### src/rtl/bcd_display_converter.sv
// Binary-to-BCD converter for an eight-digit seven-segment display.
// Double-dabble over 27 cycles, with saturation at 99,999,999 and optional leading-zero blanking.
module bcd_display_converter #(
  parameter int unsigned BLANK_LEADING = 1
) (
  input  logic        clk,
  input  logic        rst_n,
  input  logic        req,
  input  logic [26:0] value,
  input  logic        blank_all,
  output logic        ready,
  output logic        done,
  output logic        overflow,
  output logic [3:0]  BCD7,
  output logic [3:0]  BCD6,
  output logic [3:0]  BCD5,
  output logic [3:0]  BCD4,
  output logic [3:0]  BCD3,
  output logic [3:0]  BCD2,
  output logic [3:0]  BCD1,
  output logic [3:0]  BCD0,
  output logic [7:0]  turn_on
);

  localparam logic [26:0] MaxVal = 27'd99_999_999;
  localparam logic [4:0]  LastIter = 5'd26;

  typedef enum logic [1:0] {StIdle, StConv, StLoad} state_e;

  state_e      state_q, state_d;
  logic [4:0]  cnt_q, cnt_d;
  logic [58:0] sr_q, sr_d;
  logic        ovf_in_q, ovf_in_d;
  logic [31:0] digits_q, digits_d;
  logic [7:0]  turn_on_q, turn_on_d;
  logic        ovf_q, ovf_d;
  logic        done_q, done_d;

  logic [31:0] bcd_field;
  logic [31:0] bcd_adj;
  logic [58:0] pre_shift;
  logic [7:0]  turn_on_raw;
  logic        lead;

  assign bcd_field = sr_q[58:27];

  // Add-3 correction on every BCD nibble >= 5 before each left shift.
  always_comb begin
    bcd_adj = bcd_field;
    for (int i = 0; i < 8; i++) begin
      if (bcd_field[4*i +: 4] >= 4'd5) begin
        bcd_adj[4*i +: 4] = bcd_field[4*i +: 4] + 4'd3;
      end
    end
    pre_shift = {bcd_adj, sr_q[26:0]};
  end

  // A digit is lit if it or any more significant digit is nonzero; digit 0 always lit.
  always_comb begin
    lead        = 1'b0;
    turn_on_raw = 8'h00;
    for (int i = 7; i >= 0; i--) begin
      lead           = lead | (bcd_field[4*i +: 4] != 4'd0);
      turn_on_raw[i] = lead;
    end
    turn_on_raw[0] = 1'b1;
    if (BLANK_LEADING == 0) begin
      turn_on_raw = 8'hFF;
    end
  end

  always_comb begin
    state_d   = state_q;
    cnt_d     = cnt_q;
    sr_d      = sr_q;
    ovf_in_d  = ovf_in_q;
    digits_d  = digits_q;
    turn_on_d = turn_on_q;
    ovf_d     = ovf_q;
    done_d    = 1'b0;
    unique case (state_q)
      StIdle: begin
        if (req) begin
          state_d  = StConv;
          cnt_d    = 5'd0;
          ovf_in_d = (value > MaxVal);
          sr_d     = {32'b0, (value > MaxVal) ? MaxVal : value};
        end
      end
      StConv: begin
        sr_d  = pre_shift << 1;
        cnt_d = cnt_q + 5'd1;
        if (cnt_q == LastIter) begin
          state_d = StLoad;
        end
      end
      StLoad: begin
        digits_d  = bcd_field;
        turn_on_d = turn_on_raw;
        ovf_d     = ovf_in_q;
        done_d    = 1'b1;
        state_d   = StIdle;
      end
      default: state_d = StIdle;
    endcase
  end

  always_ff @(posedge clk or negedge rst_n) begin
    if (!rst_n) begin
      state_q   <= StIdle;
      cnt_q     <= 5'd0;
      sr_q      <= '0;
      ovf_in_q  <= 1'b0;
      digits_q  <= '0;
      turn_on_q <= 8'h00;
      ovf_q     <= 1'b0;
      done_q    <= 1'b0;
    end else begin
      state_q   <= state_d;
      cnt_q     <= cnt_d;
      sr_q      <= sr_d;
      ovf_in_q  <= ovf_in_d;
      digits_q  <= digits_d;
      turn_on_q <= turn_on_d;
      ovf_q     <= ovf_d;
      done_q    <= done_d;
    end
  end

  assign ready    = (state_q == StIdle);
  assign done     = done_q;
  assign overflow = ovf_q;
  assign turn_on  = blank_all ? 8'h00 : turn_on_q;
  assign BCD7     = digits_q[31:28];
  assign BCD6     = digits_q[27:24];
  assign BCD5     = digits_q[23:20];
  assign BCD4     = digits_q[19:16];
  assign BCD3     = digits_q[15:12];
  assign BCD2     = digits_q[11:8];
  assign BCD1     = digits_q[7:4];
  assign BCD0     = digits_q[3:0];

endmodule

### config.mk
export PLATFORM = sky130hd
export DESIGN_NAME = bcd_display_converter
export DESIGN_NICKNAME = d
export VERILOG_FILES = /design/src/rtl/bcd_display_converter.sv
export SDC_FILE = /design/constraint.sdc
export NUM_CORES = 1
export LEC_CHECK = 0
export BUFFER_PORTS_ARGS = -buffer_cell sky130_fd_sc_hd__buf_2
export CAP_MARGIN = 20
export CORE_MARGIN = 10
export CORE_UTILIZATION = 50
export DETAILED_ROUTE_END_ITERATION = 6
export PLACE_DENSITY = 0.71
export RECOVER_POWER = 25
export SLEW_MARGIN = 40
export SYNTH_ARGS = -nofsm -noshare
export SYNTH_HDL_FRONTEND = slang
export SYNTH_SLANG_ARGS = --single-unit
### constraint.sdc
create_clock -name clk -period 3.25 [get_ports clk]
set_input_delay 0.8125 -clock clk [delete_from_list [all_inputs] [get_ports clk]]
set_output_delay 0.8125 -clock clk [all_outputs]
set_load 0.02 [all_outputs]
# After elaboration in Yosys (flattened, before gate mapping)
# Index checks and enable logic that the tools add are counted.
# totals
reg_bits,109
output_inout_bits,43
word_cells,67
# op_classes
add_sub_neg,9
n_lt_le_gt_ge,9
eq_ne,5
muxes,18
bitwise,6
reduce_logical,12
# ops
op,n
$pmux W59 S2,1
$mux W59,1
$ge A4 B3 Y1 const B,8
$add A4 B2 Y4 const B,7
$mux W4,7
$reduce_bool A4 Y1,7
$gt A27 B27 Y1 const B,1
$mux W27,1
$pmux W5 S2,1
$mux W8,1
$or A1 B1 Y1,6
$reduce_and A2 Y1,3
$add A5 B1 Y5 const B,1
$eq A5 B5 Y1 const B,1
$mux W5,1
$mux W2,2
$ne A2 B2 Y1 const B,2
$pmux W2 S2,1
$add A3 B2 Y3 const B,1
$mux W3,1
$eq A2 B1 Y1 const B,1
$eq A2 B2 Y1 const B,1
$logic_not A2 Y1,1
$reduce_bool A2 Y1,1
$mux W1,1

# Depth between registers and ports, before layout
# Gate-level depths: netlist of the first run.
# logic_depth
word_depth,7
depth_mapped,6

# Worst setup path after synthesis of the first run
# OpenSTA, ideal clock, no wires.
# synth_path
path_kind,input to register
start,input value[17]
end,register sr_q[10]
setup_time_ps,120
arrival_time_ps,1850
path_slack_ps,1280
cell_stages,4
path_cell_list,or3_1 -> nor4_2 -> a31oi_2 -> a31o_1
# synth_via
elab_chain_cells,4
# synth_rtl
element,line,rtl
from (decl),9,"input logic [26:0] value,"
$gt A27 B27 Y1,87,"sr_d = {32'b0, (value > MaxVal) ? MaxVal : value};"
$mux W27,87,
$mux W59,83,if (req) begin
$pmux W59 S2,81,unique case (state_q)
to (signal assigned),121,sr_q <= sr_d;
to (decl),32,"logic [58:0] sr_q, sr_d;"
# No other way between the ends. The select of a mux whose other input is x is not followed.
# A chain may end at the register's enable or synchronous reset.

==> impl_metrics.json, run 1 <==
{
  "cp_top_family": "buffers and inverters",
  "cap_violations": 0,
  "vias": 4191,
  "die_x_um": 123,
  "ctsLongestPathBuffers": 2,
  "path_cells": "clkbuf_2 > clkbuf_2",
  "p_leak_nw": 2.91,
  "yosys_warnings": 0,
  "outcome": "finished clean",
  "clock_latency_ps": 370,
  "critical_path_arrival_ps": 2700,
  "antenna_found_initial": 0,
  "fin_nets": 656,
  "cts_resized": 0,
  "setup_viol": 0,
  "drv_slew": 0,
  "port_buffers": 73,
  "placed_cells": 725,
  "drive_gt1_share_pct": 18.4,
  "worstSetupStartpointType": "input port",
  "viasPerCell": 5.67,
  "placed_area_sq_um": 5810,
  "globalRoute.busiestLayer": "met2",
  "pwr-share-seq_pct": 41.8,
  "critPathMostFrequentCell": "clkbuf_2",
  "fin_crit_sh_pct": 71.0,
  "fin_area_sq_um": 5970,
  "drt_iter0_markers": 329,
  "cts_tree": "built",
  "p_sw_mw": 2.11,
  "async_flop_share_pct": 100,
  "drc_errors": 0,
  "hold_viol": 0,
  "crit_path_max_fanout": 57,
  "fin_skew_ps": 6.61,
  "crit_type": "in2async",
  "wirelength_um": 11800,
  "met3_usage_pct": 3.14,
  "grt_first_pass_wirelength_um": 19500,
  "syn_area_sq_um": 5310,
  "rsz0062_at_grt": "no",
  "diodes": 0,
  "ctsHoldBuffers": 0,
  "use_met2_pct": 24.6,
  "yosys_register_bits": 109,
  "met1_usage_pct": 20.7,
  "syn-mean-instance-area_sq_um": 9.94,
  "post-route-min-period_ps": 2310,
  "combPwrFrac_pct": 43.2,
  "relSlewSlack_pct": 7.79,
  "grt.total_usage_pct": 15.6,
  "ioPinCount": 74,
  "hp-class": "reg2reg",
  "synth.distinct_cells": 52,
  "die_h_um": 123,
  "grt_pass1_vias": 4026,
  "setup_tns_ps": 0,
  "numCtsBuffers": 9,
  "post_cts_buffers": 0,
  "crit_path_end_kind": "async pin",
  "pwr-share-clk_pct": 15.0,
  "cts_max_level": 3,
  "drt-wirelength-per-cell_um": 16.0,
  "antenna_left": 0,
  "core-area_sq_um": 10300,
  "intPower_mw": 3.22,
  "drt_first_pass_iters": 5,
  "place_congestion": 0.968,
  "place.detailed.hpwl_um": 8220,
  "die_area_sq_um": 15100,
  "vdd_drop_max_mv": 0.371,
  "synth_fp_nets": 590,
  "yosys_most_used_dff": "dfrtp_1",
  "synth_edf_count": 0,
  "crit_path_top_delay_cell": "clkbuf_2",
  "clkTransAtPathRegs_ps": 90,
  "rows": 37,
  "p_per_area_nw_per_um2": 893,
  "cp_data_required_time_ps": 3640,
  "swShare_pct": 39.7,
  "worst_slew_pin_slew_ps": 1380,
  "final_cells": 739,
  "grt_overflow": 0,
  "hold_slack_ps": 475,
  "syn_to_final_growth_pct": 12.5,
  "cts_root_buf": "clkbuf_8",
  "cts.sinks": 109,
  "grt_max_degree": 58,
  "synth_cells": 534,
  "critPathMaxStageDelay_ps": 990,
  "max_freq_mhz": 433,
  "path_buf_inv": 2,
  "ys_seq_area_share_pct": 51.4,
  "initial_core_util_pct": 51.4
}
==> synth_stat cells (11+ instances only) <==
cell type,count,area (sq um)
o21ai_1,16,80.1
inv_1,19,71.3
nand2b_1,11,68.8
nand2_1,89,334
nor2_1,36,135
dfrtp_1,109,2730
clkbuf_1,13,48.8
ha_1,25,313
o22ai_1,14,87.6
o21ai_0,27,135
a21oi_1,32,160
buf_2,12,60.1
==> final timing paths <==
check / start / endpoint / slack [ps] / depth (start not counted)
worst max-delay path: rst_n / state_q[1] / 940 / 2
worst min-delay path: digits_q[3] / digits_q[3] / 480 / 2
worst max register to register: state_q[0] / sr_q[2] / 970 / 4
worst min register to register: digits_q[3] / digits_q[3] / 480 / 2
max in group clk: state_q[0] / sr_q[2] / 970 / 4
min in group asynchronous: rst_n / digits_q[9] / 750 / 1
==> metal layers <==
layer	part of all wire (%)	wire, um
met5	0	0
met4	1.8	216
met2	46	5480
met3	6.6	782
met1	45	5340
==> area by class of cell <==
cell class,instances,area [sq um]
Timing Repair Buffer,81,423
Inverter,20,75.1
Fill cell,927,4350
Clock buffer,12,145
Sequential cell,109,2730
Clock inverter,2,35.0
Tap cell,136,170
Multi-Input combinational cell,379,2390
==> power groups by stage <==
stage | sequential (mW) | combinational (mW) | clock, mW
floorplan | 2.21 | 1.75 | 0
finish | 2.23 | 2.30 | 0.802
detailed placement | 2.25 | 2.32 | 0
global route | 2.30 | 2.59 | 0.866
global placement | 2.22 | 2.24 | 0
CTS | 2.22 | 2.33 | 0.817
==> layout by cell type, fill, tap and decap left out, drive strengths merged, types with 3 or more instances in the layout <==
cell	n
a211oi	4
a21oi	34
a22oi	5
a31o	6
a31oi	5
a32o	8
a32oi	7
buf	79
clkbuf	14
dfrtp	109
ha	25
inv	20
mux2	6
mux2i	10
nand2	90
nand2b	11
nand3	10
nand4	4
nor2	36
nor2b	9
nor3b	8
nor4	3
o211ai	3
o21ai	43
o22ai	14
o31ai	10
xnor2	8
==> flip-flops by register name, indices dropped and copies added, names as in the netlist <==
register and flops:
done 1, digits_q 32, state_q 2, overflow 1
sr_q 59, ovf_in_q 1, cnt_q 5, turn_on_q 8
==> cells by family (layout without fill, tap and decap cells) <==
| logic type | after synthesis | after routing | share of synthesized area (%) |
|---|---|---|---|
| fa+ha+maj | 25 | 25 | 5.89 |
| compound gates | 150 | 150 | 18.5 |
| flops | 109 | 109 | 51.4 |
| simple gates | 178 | 178 | 15.9 |
| buf+inv | 46 | 115 | 3.54 |
| mux | 16 | 16 | 3.16 |
| xor+xnor | 10 | 10 | 1.65 |
==> metrics by stage <==
| stage | power, mW | utilization [%] | worst slack, ps |
|---|---|---|---|
| after global placement | 4.46 | 56.3 | 1100 |
| after CTS | 5.37 | 58.1 | 1170 |
| after detailed placement | 4.56 | 56.3 | 1030 |
| after floorplan | 3.97 | - | 1280 |
| final | 5.33 | 57.8 | 943 |
| after global routing | 5.76 | 57.8 | 509 |
==> worst register-to-register path, stage by stage, from the launching register on <==
cell and delay, ps:
dfrtp_1 470, nor2b_1 850, buf_4 490, mux2i_1 250
a32oi_1 80
Power figures use the tool's default switching activity.
==> inputs of run 2 (changes only) <==
--- a/config.mk
+++ b/config.mk
@@ -10,7 +10,7 @@
 export CORE_MARGIN = 10
 export CORE_UTILIZATION = 50
 export DETAILED_ROUTE_END_ITERATION = 6
-export PLACE_DENSITY = 0.71
+export PLACE_DENSITY = 0.74
 export RECOVER_POWER = 25
 export SLEW_MARGIN = 40
 export SYNTH_ARGS = -nofsm -noshare
==> constraint.sdc (replaced) <==
create_clock -name clk -period 1.9 [get_ports clk]
set_input_delay 0.475 -clock clk [delete_from_list [all_inputs] [get_ports clk]]
set_output_delay 0.475 -clock clk [all_outputs]
set_load 0.02 [all_outputs]
==> run 2 against run 1 <==
Against the previous run: global-route usage is 1.3 points higher; final area rose by 3.9%; hold slack got worse by 130 ps; utilization increased by 2.3 points; via count up 2.6%; clock skew rose by 4.2 ps; routed wire length is 7.0% higher; non-clock buffer count up 17.
==> impl_metrics.json, run 2 (synthesis results as in run 1) <==
{
  "hp-class": "in2reg",
  "min_from": "value[17]",
  "r2r-end": "sr_q[15]",
  "clkTransAtPathRegs_ps": 100,
  "largest_reg_flops": 59,
  "vdd_drop_max_mv": 0.739,
  "drt-wirelength-per-cell_um": 16.7,
  "relSlewSlack_pct": 27.0,
  "drive_gt1_share_pct": 21.2,
  "path_cells": "buf_4 > nor2_1 > buf_2",
  "top_register": "sr_q",
  "setup_tns_ps": 0,
  "port_buffers": 73,
  "post_cts_buffers": 0,
  "ctsLongestPathBuffers": 2,
  "critical_path_arrival_ps": 1310,
  "final_cell_mix": "dfrtp_1, nand2_1, buf_2, nor2_1, a21oi_1",
  "cts.sinks": 109,
  "critPathMaxStageDelay_ps": 410,
  "hold_viol": 0,
  "grt_overflow": 0,
  "numCtsBuffers": 9,
  "fin_skew_ps": 10.8,
  "worstSetupStartpointType": "register",
  "p_per_area_nw_per_um2": 1550,
  "wirelength_um": 12600,
  "die_h_um": 123,
  "ff2ff_path_depth": 5,
  "grt_first_pass_wirelength_um": 20800,
  "drt_iter0_markers": 322,
  "cts_max_level": 3,
  "rows": 37,
  "grt_pass1_vias": 4166,
  "clock_latency_ps": 380,
  "crit_type": "reg2out",
  "ioPinCount": 74,
  "cts_root_buf": "clkbuf_8",
  "fin_nets": 673,
  "syn_to_final_growth_pct": 16.9,
  "fin_crit_sh_pct": 94.1,
  "post-route-min-period_ps": 1790,
  "max_freq_mhz": 559,
  "cp_data_required_time_ps": 1420,
  "drt_first_pass_iters": 7,
  "place_congestion": 0.893,
  "setup_viol": 0,
  "diodes": 0,
  "p_leak_nw": 3.04,
  "die_x_um": 123,
  "antenna_found_initial": 0,
  "drv_slew": 0,
  "final_common_cell": "dfrtp_1",
  "cap_violations": 0,
  "largestRegisters": "sr_q (59), digits_q (32), turn_on_q (8)",
  "hold_depth": 2,
  "antenna_left": 0,
  "place.detailed.hpwl_um": 8940,
  "core-area_sq_um": 10300,
  "drc_errors": 0,
  "grt_max_degree": 53,
  "crit_path_end_kind": "output port",
  "die_area_sq_um": 15100,
  "fin_ws_ps": 112,
  "reg2reg_from": "state_q[0]",
  "cts_tree": "built",
  "vias": 4300,
  "place_ws_ps": 56.6,
  "crit_path_max_fanout": 6,
  "grt.total_usage_pct": 16.9,
  "viasPerCell": 5.67,
  "rsz0062_at_grt": "no",
  "crit_path_top_delay_cell": "dfrtp_1",
  "finish.utilization_pct": 60.1,
  "rrSetupSlack_ps": 150,
  "outcome": "finished clean",
  "worst_slew_pin_slew_ps": 1100,
  "hold_end": "sr_q[17]",
  "initial_core_util_pct": 51.4
}
[run 2: changes by cell type in the layout (fill, tap and decap cells not counted)]
| cell | previous run | this run |
|---|---|---|
| buf_4 | 7 | 20 |
| buf_12 | 0 | 4 |
| clkbuf_2 | 2 | 0 |
| nor3b_1 | 8 | 6 |
| nor3b_2 | 0 | 2 |
| bufinv_16 | 1 | 2 |
| clkbuf_8 | 10 | 9 |
| clkinv_2 | 1 | 2 |
| clkinvlp_4 | 0 | 1 |
| dlygate4sd3_1 | 0 | 1 |
| inv_6 | 0 | 1 |
| nor2b_1 | 9 | 8 |
| nor2b_4 | 0 | 1 |
[run 2: repair_timing]
action / 4_1_cts / 5_1_grt
setup endpoints to repair: 0 / 2
gates resized for setup: 0 / 2
hold buffers: 1 / 0
endpoints found under the hold margin: 16 / 0
[run 2: cell type report]
class                      count  area (sq um)
tap                          136           170
sequential                   109          2730
fill                         877          4120
clock inverter                 6          86.3
clock buffer                  10           128
multi-input combinational    379          2410
inverter                      20          75.1
timing repair buffer          98           604
[run 2: through the flow]
stage	std cells	total power [mW]	instance area (sq um)	hold WS, ps
2_1_floorplan	534	6.78	5310	179
5_1_grt	758	10.4	6200	328
6_report	758	9.62	6200	345
3_5_place_dp	741	8.08	5970	370
3_3_place_gp	741	7.85	5970	363
4_1_cts	758	9.65	6200	330
[run 2: worst max-delay path by stage]
| stage | from | endpoint | cells after the start |
|---|---|---|---|
| floorplan | sr_q[55] | turn_on_q[1] | 6 |
| global placement | value[17] | sr_q[9] | 5 |
| detailed placement | value[17] | sr_q[10] | 5 |
| CTS | state_q[1] | ready | 3 |
| global route | rst_n | sr_q[17] | 3 |
| finish | state_q[1] | ready | 3 |
[run 2: worst max-delay path, delay by kind of cell, from the launching register on]
family | cells | cell delay [ps]
flops | 1 | 410
simple gates | 1 | 160
buf+inv | 2 | 360
[run 2: report_power, final]
part / switching [mW] / internal, mW / total (mW)
clock network: 0.798 / 0.744 / 1.54
logic: 2.31 / 1.93 / 4.24
registers: 0.678 / 3.15 / 3.83
[run 2: routing by layer]
metal	wire length [um]	part of all wire (%)	track usage, %
met1	5670	45	22.0
met5	0	0	0
met4	111	0.88	4.80
met3	800	6.3	4.28
met2	6070	48	27.5
==> inputs of run 3 (changes only) <==
--- a/config.mk
+++ b/config.mk
@@ -8,9 +8,9 @@
 export BUFFER_PORTS_ARGS = -buffer_cell sky130_fd_sc_hd__buf_2
 export CAP_MARGIN = 20
 export CORE_MARGIN = 10
-export CORE_UTILIZATION = 50
+export CORE_UTILIZATION = 52
 export DETAILED_ROUTE_END_ITERATION = 6
-export PLACE_DENSITY = 0.74
+export PLACE_DENSITY = 0.76
 export RECOVER_POWER = 25
 export SLEW_MARGIN = 40
 export SYNTH_ARGS = -nofsm -noshare
==> constraint.sdc (replaced) <==
create_clock -name clk -period 1.6 [get_ports clk]
set_input_delay 0.4 -clock clk [delete_from_list [all_inputs] [get_ports clk]]
set_output_delay 0.4 -clock clk [all_outputs]
set_load 0.02 [all_outputs]
==> run 3 against run 2 <==
Against the previous run: sequential share of layout area fell by 2.6 points; highest routed layer unchanged; largest power group unchanged; global-route usage rose by 0.41 points; routed wire length is 1.7% higher.
==> impl_metrics.json, run 3 (synthesis results as in run 1) <==
{
  "outcome": "finished clean",
  "cts_root_buf": "clkbuf_8",
  "wirelength_um": 12900,
  "place.detailed.hpwl_um": 8930,
  "hold_viol": 0,
  "power.total_mw": 12.2,
  "drt-wirelength-per-cell_um": 16.4,
  "drc_errors": 0,
  "max_freq_mhz": 635,
  "grt_first_pass_wirelength_um": 21000,
  "vias": 4419,
  "grt_pass1_vias": 4479,
  "critPathMaxStageDelay_ps": 430,
  "port_buffers": 73,
  "fin_nets": 705,
  "crit_path_end_kind": "output port",
  "die_x_um": 121,
  "critical_path_arrival_ps": 1180,
  "final_common_cell": "dfrtp_1",
  "initial_core_util_pct": 53.8,
  "nFillCells": 764,
  "hp-class": "in2async",
  "rows": 36,
  "antenna_found_initial": 0,
  "largest_reg_flops": 59,
  "viasPerCell": 5.62,
  "drive_gt1_share_pct": 29.1,
  "cap_violations": 0,
  "drt_iter0_markers": 382,
  "rsz0062_at_grt": "yes",
  "top_register": "sr_q",
  "p_per_area_nw_per_um2": 1850,
  "antenna_left": 0,
  "cts_max_level": 3,
  "crit_path_max_fanout": 5,
  "fin_crit_sh_pct": 98.5,
  "top_layer": "met4",
  "cp_data_required_time_ps": 1200,
  "drt_first_pass_iters": 4,
  "numCtsBuffers": 9,
  "ff2ff_path_depth": 7,
  "clkTransAtPathRegs_ps": 90,
  "reg2reg_from": "sr_q[48]",
  "critPathMostFrequentCell": "buf_6",
  "crit_path_top_delay_cell": "dfrtp_1",
  "wl_met1_um": 5420,
  "diodes": 0,
  "post-route-min-period_ps": 1580,
  "crit_type": "reg2out",
  "clock_latency_ps": 370,
  "cts_tree": "built",
  "grt_overflow": 0,
  "p_leak_nw": 3.21,
  "dr_wl_met2_um": 6280,
  "worst_slew_pin_slew_ps": 1080,
  "r2r-end": "sr_q[49]",
  "grt_max_degree": 81,
  "die_area_sq_um": 14600,
  "setup_viol": 0,
  "largestRegisters": "sr_q (59), digits_q (32), turn_on_q (8)",
  "setup_tns_ps": 0,
  "ctsLongestPathBuffers": 2,
  "ioPinCount": 74,
  "relSlewSlack_pct": 27.8,
  "drv_slew": 0,
  "rrSetupSlack_ps": 30,
  "final_cell_mix": "dfrtp_1, nand2_1, buf_2, buf_4, nor2_1",
  "place_congestion": 0.919,
  "hold_slack_ps": 177,
  "worstSetupStartpointType": "register",
  "finish.utilization_pct": 66.9,
  "die_h_um": 121,
  "vdd_drop_max_mv": 0.850,
  "syn_to_final_growth_pct": 24.3,
  "wl_met3_um": 886,
  "cts.sinks": 109,
  "path_cells": "buf_6 > nor2_4 > buf_6",
  "core-area_sq_um": 9860,
  "grt.total_usage_pct": 17.4,
  "fin_skew_ps": 8.40
}
## run 3: what timing repair did
action | CTS | global route
endpoints found under the setup margin | 9 | 33
gates resized for setup | 13 | 36
pin swaps | 2 | 9
cloned | 0 | 0
hold buffers | 0 | 0
setup buffers | 1 | 2
## run 3: per-layer routing
metal | up-vias | global-route usage (%)
li1 | 2120 | -
met1 | 2163 | 20.8
met2 | 111 | 29.0
met3 | 25 | 5.12
met4 | 0 | 6.18
met5 | - | 0
## run 3: power breakdown
group          total (mW)  switching (mW)  leakage (nW)  internal (mW)
sequential           4.53           0.781          1.41           3.75
combinational        6.19            3.19          1.72           3.00
clock                1.46           0.862        0.0833          0.599
total                12.2            4.84          3.21           7.35
## run 3: final cells by class
type / instances / area, sq um / share of cell area [%]
inverters: 20 / 75.1 / 1.14
repair buffers: 130 / 857 / 13.0
clock buffers: 13 / 149 / 2.26
multi-input cells: 379 / 2610 / 39.6
clock inverters: 2 / 10.0 / 0.152
flip-flops and latches: 109 / 2730 / 41.4
well taps: 133 / 166 / 2.52
## run 3: worst max-delay path, delay by kind of cell, from the launching register on
| family | cells | cell delay (ps) |
|---|---|---|
| AND/OR/NAND/NOR | 1 | 90 |
| buffers and inverters | 2 | 280 |
| flip-flops | 1 | 430 |
## run 3: metrics by stage
| stage | instance area [sq um] | setup WS (ps) | instances |
|---|---|---|---|
| detailed placement | 6220 | -150 | 768 |
| global route | 6600 | -27.9 | 786 |
| finish | 6600 | 24.0 | 786 |
| CTS | 6440 | -28.4 | 784 |
| floorplan | 5320 | 37.2 | 534 |
| global placement | 6220 | -96.9 | 768 |
## run 3: how the worst max path moves through the flow
stage / startpoint / end / slack, ps / depth (start not counted)
after floorplan: sr_q[47] / turn_on_q[1] / 40 / 6
after global placement: value[17] / sr_q[10] / -100 / 5
after detailed placement: value[17] / sr_q[12] / -150 / 5
after CTS: sr_q[52] / turn_on_q[1] / -30 / 6
after global routing: state_q[0] / ready / -30 / 3
final: state_q[0] / ready / 20 / 3
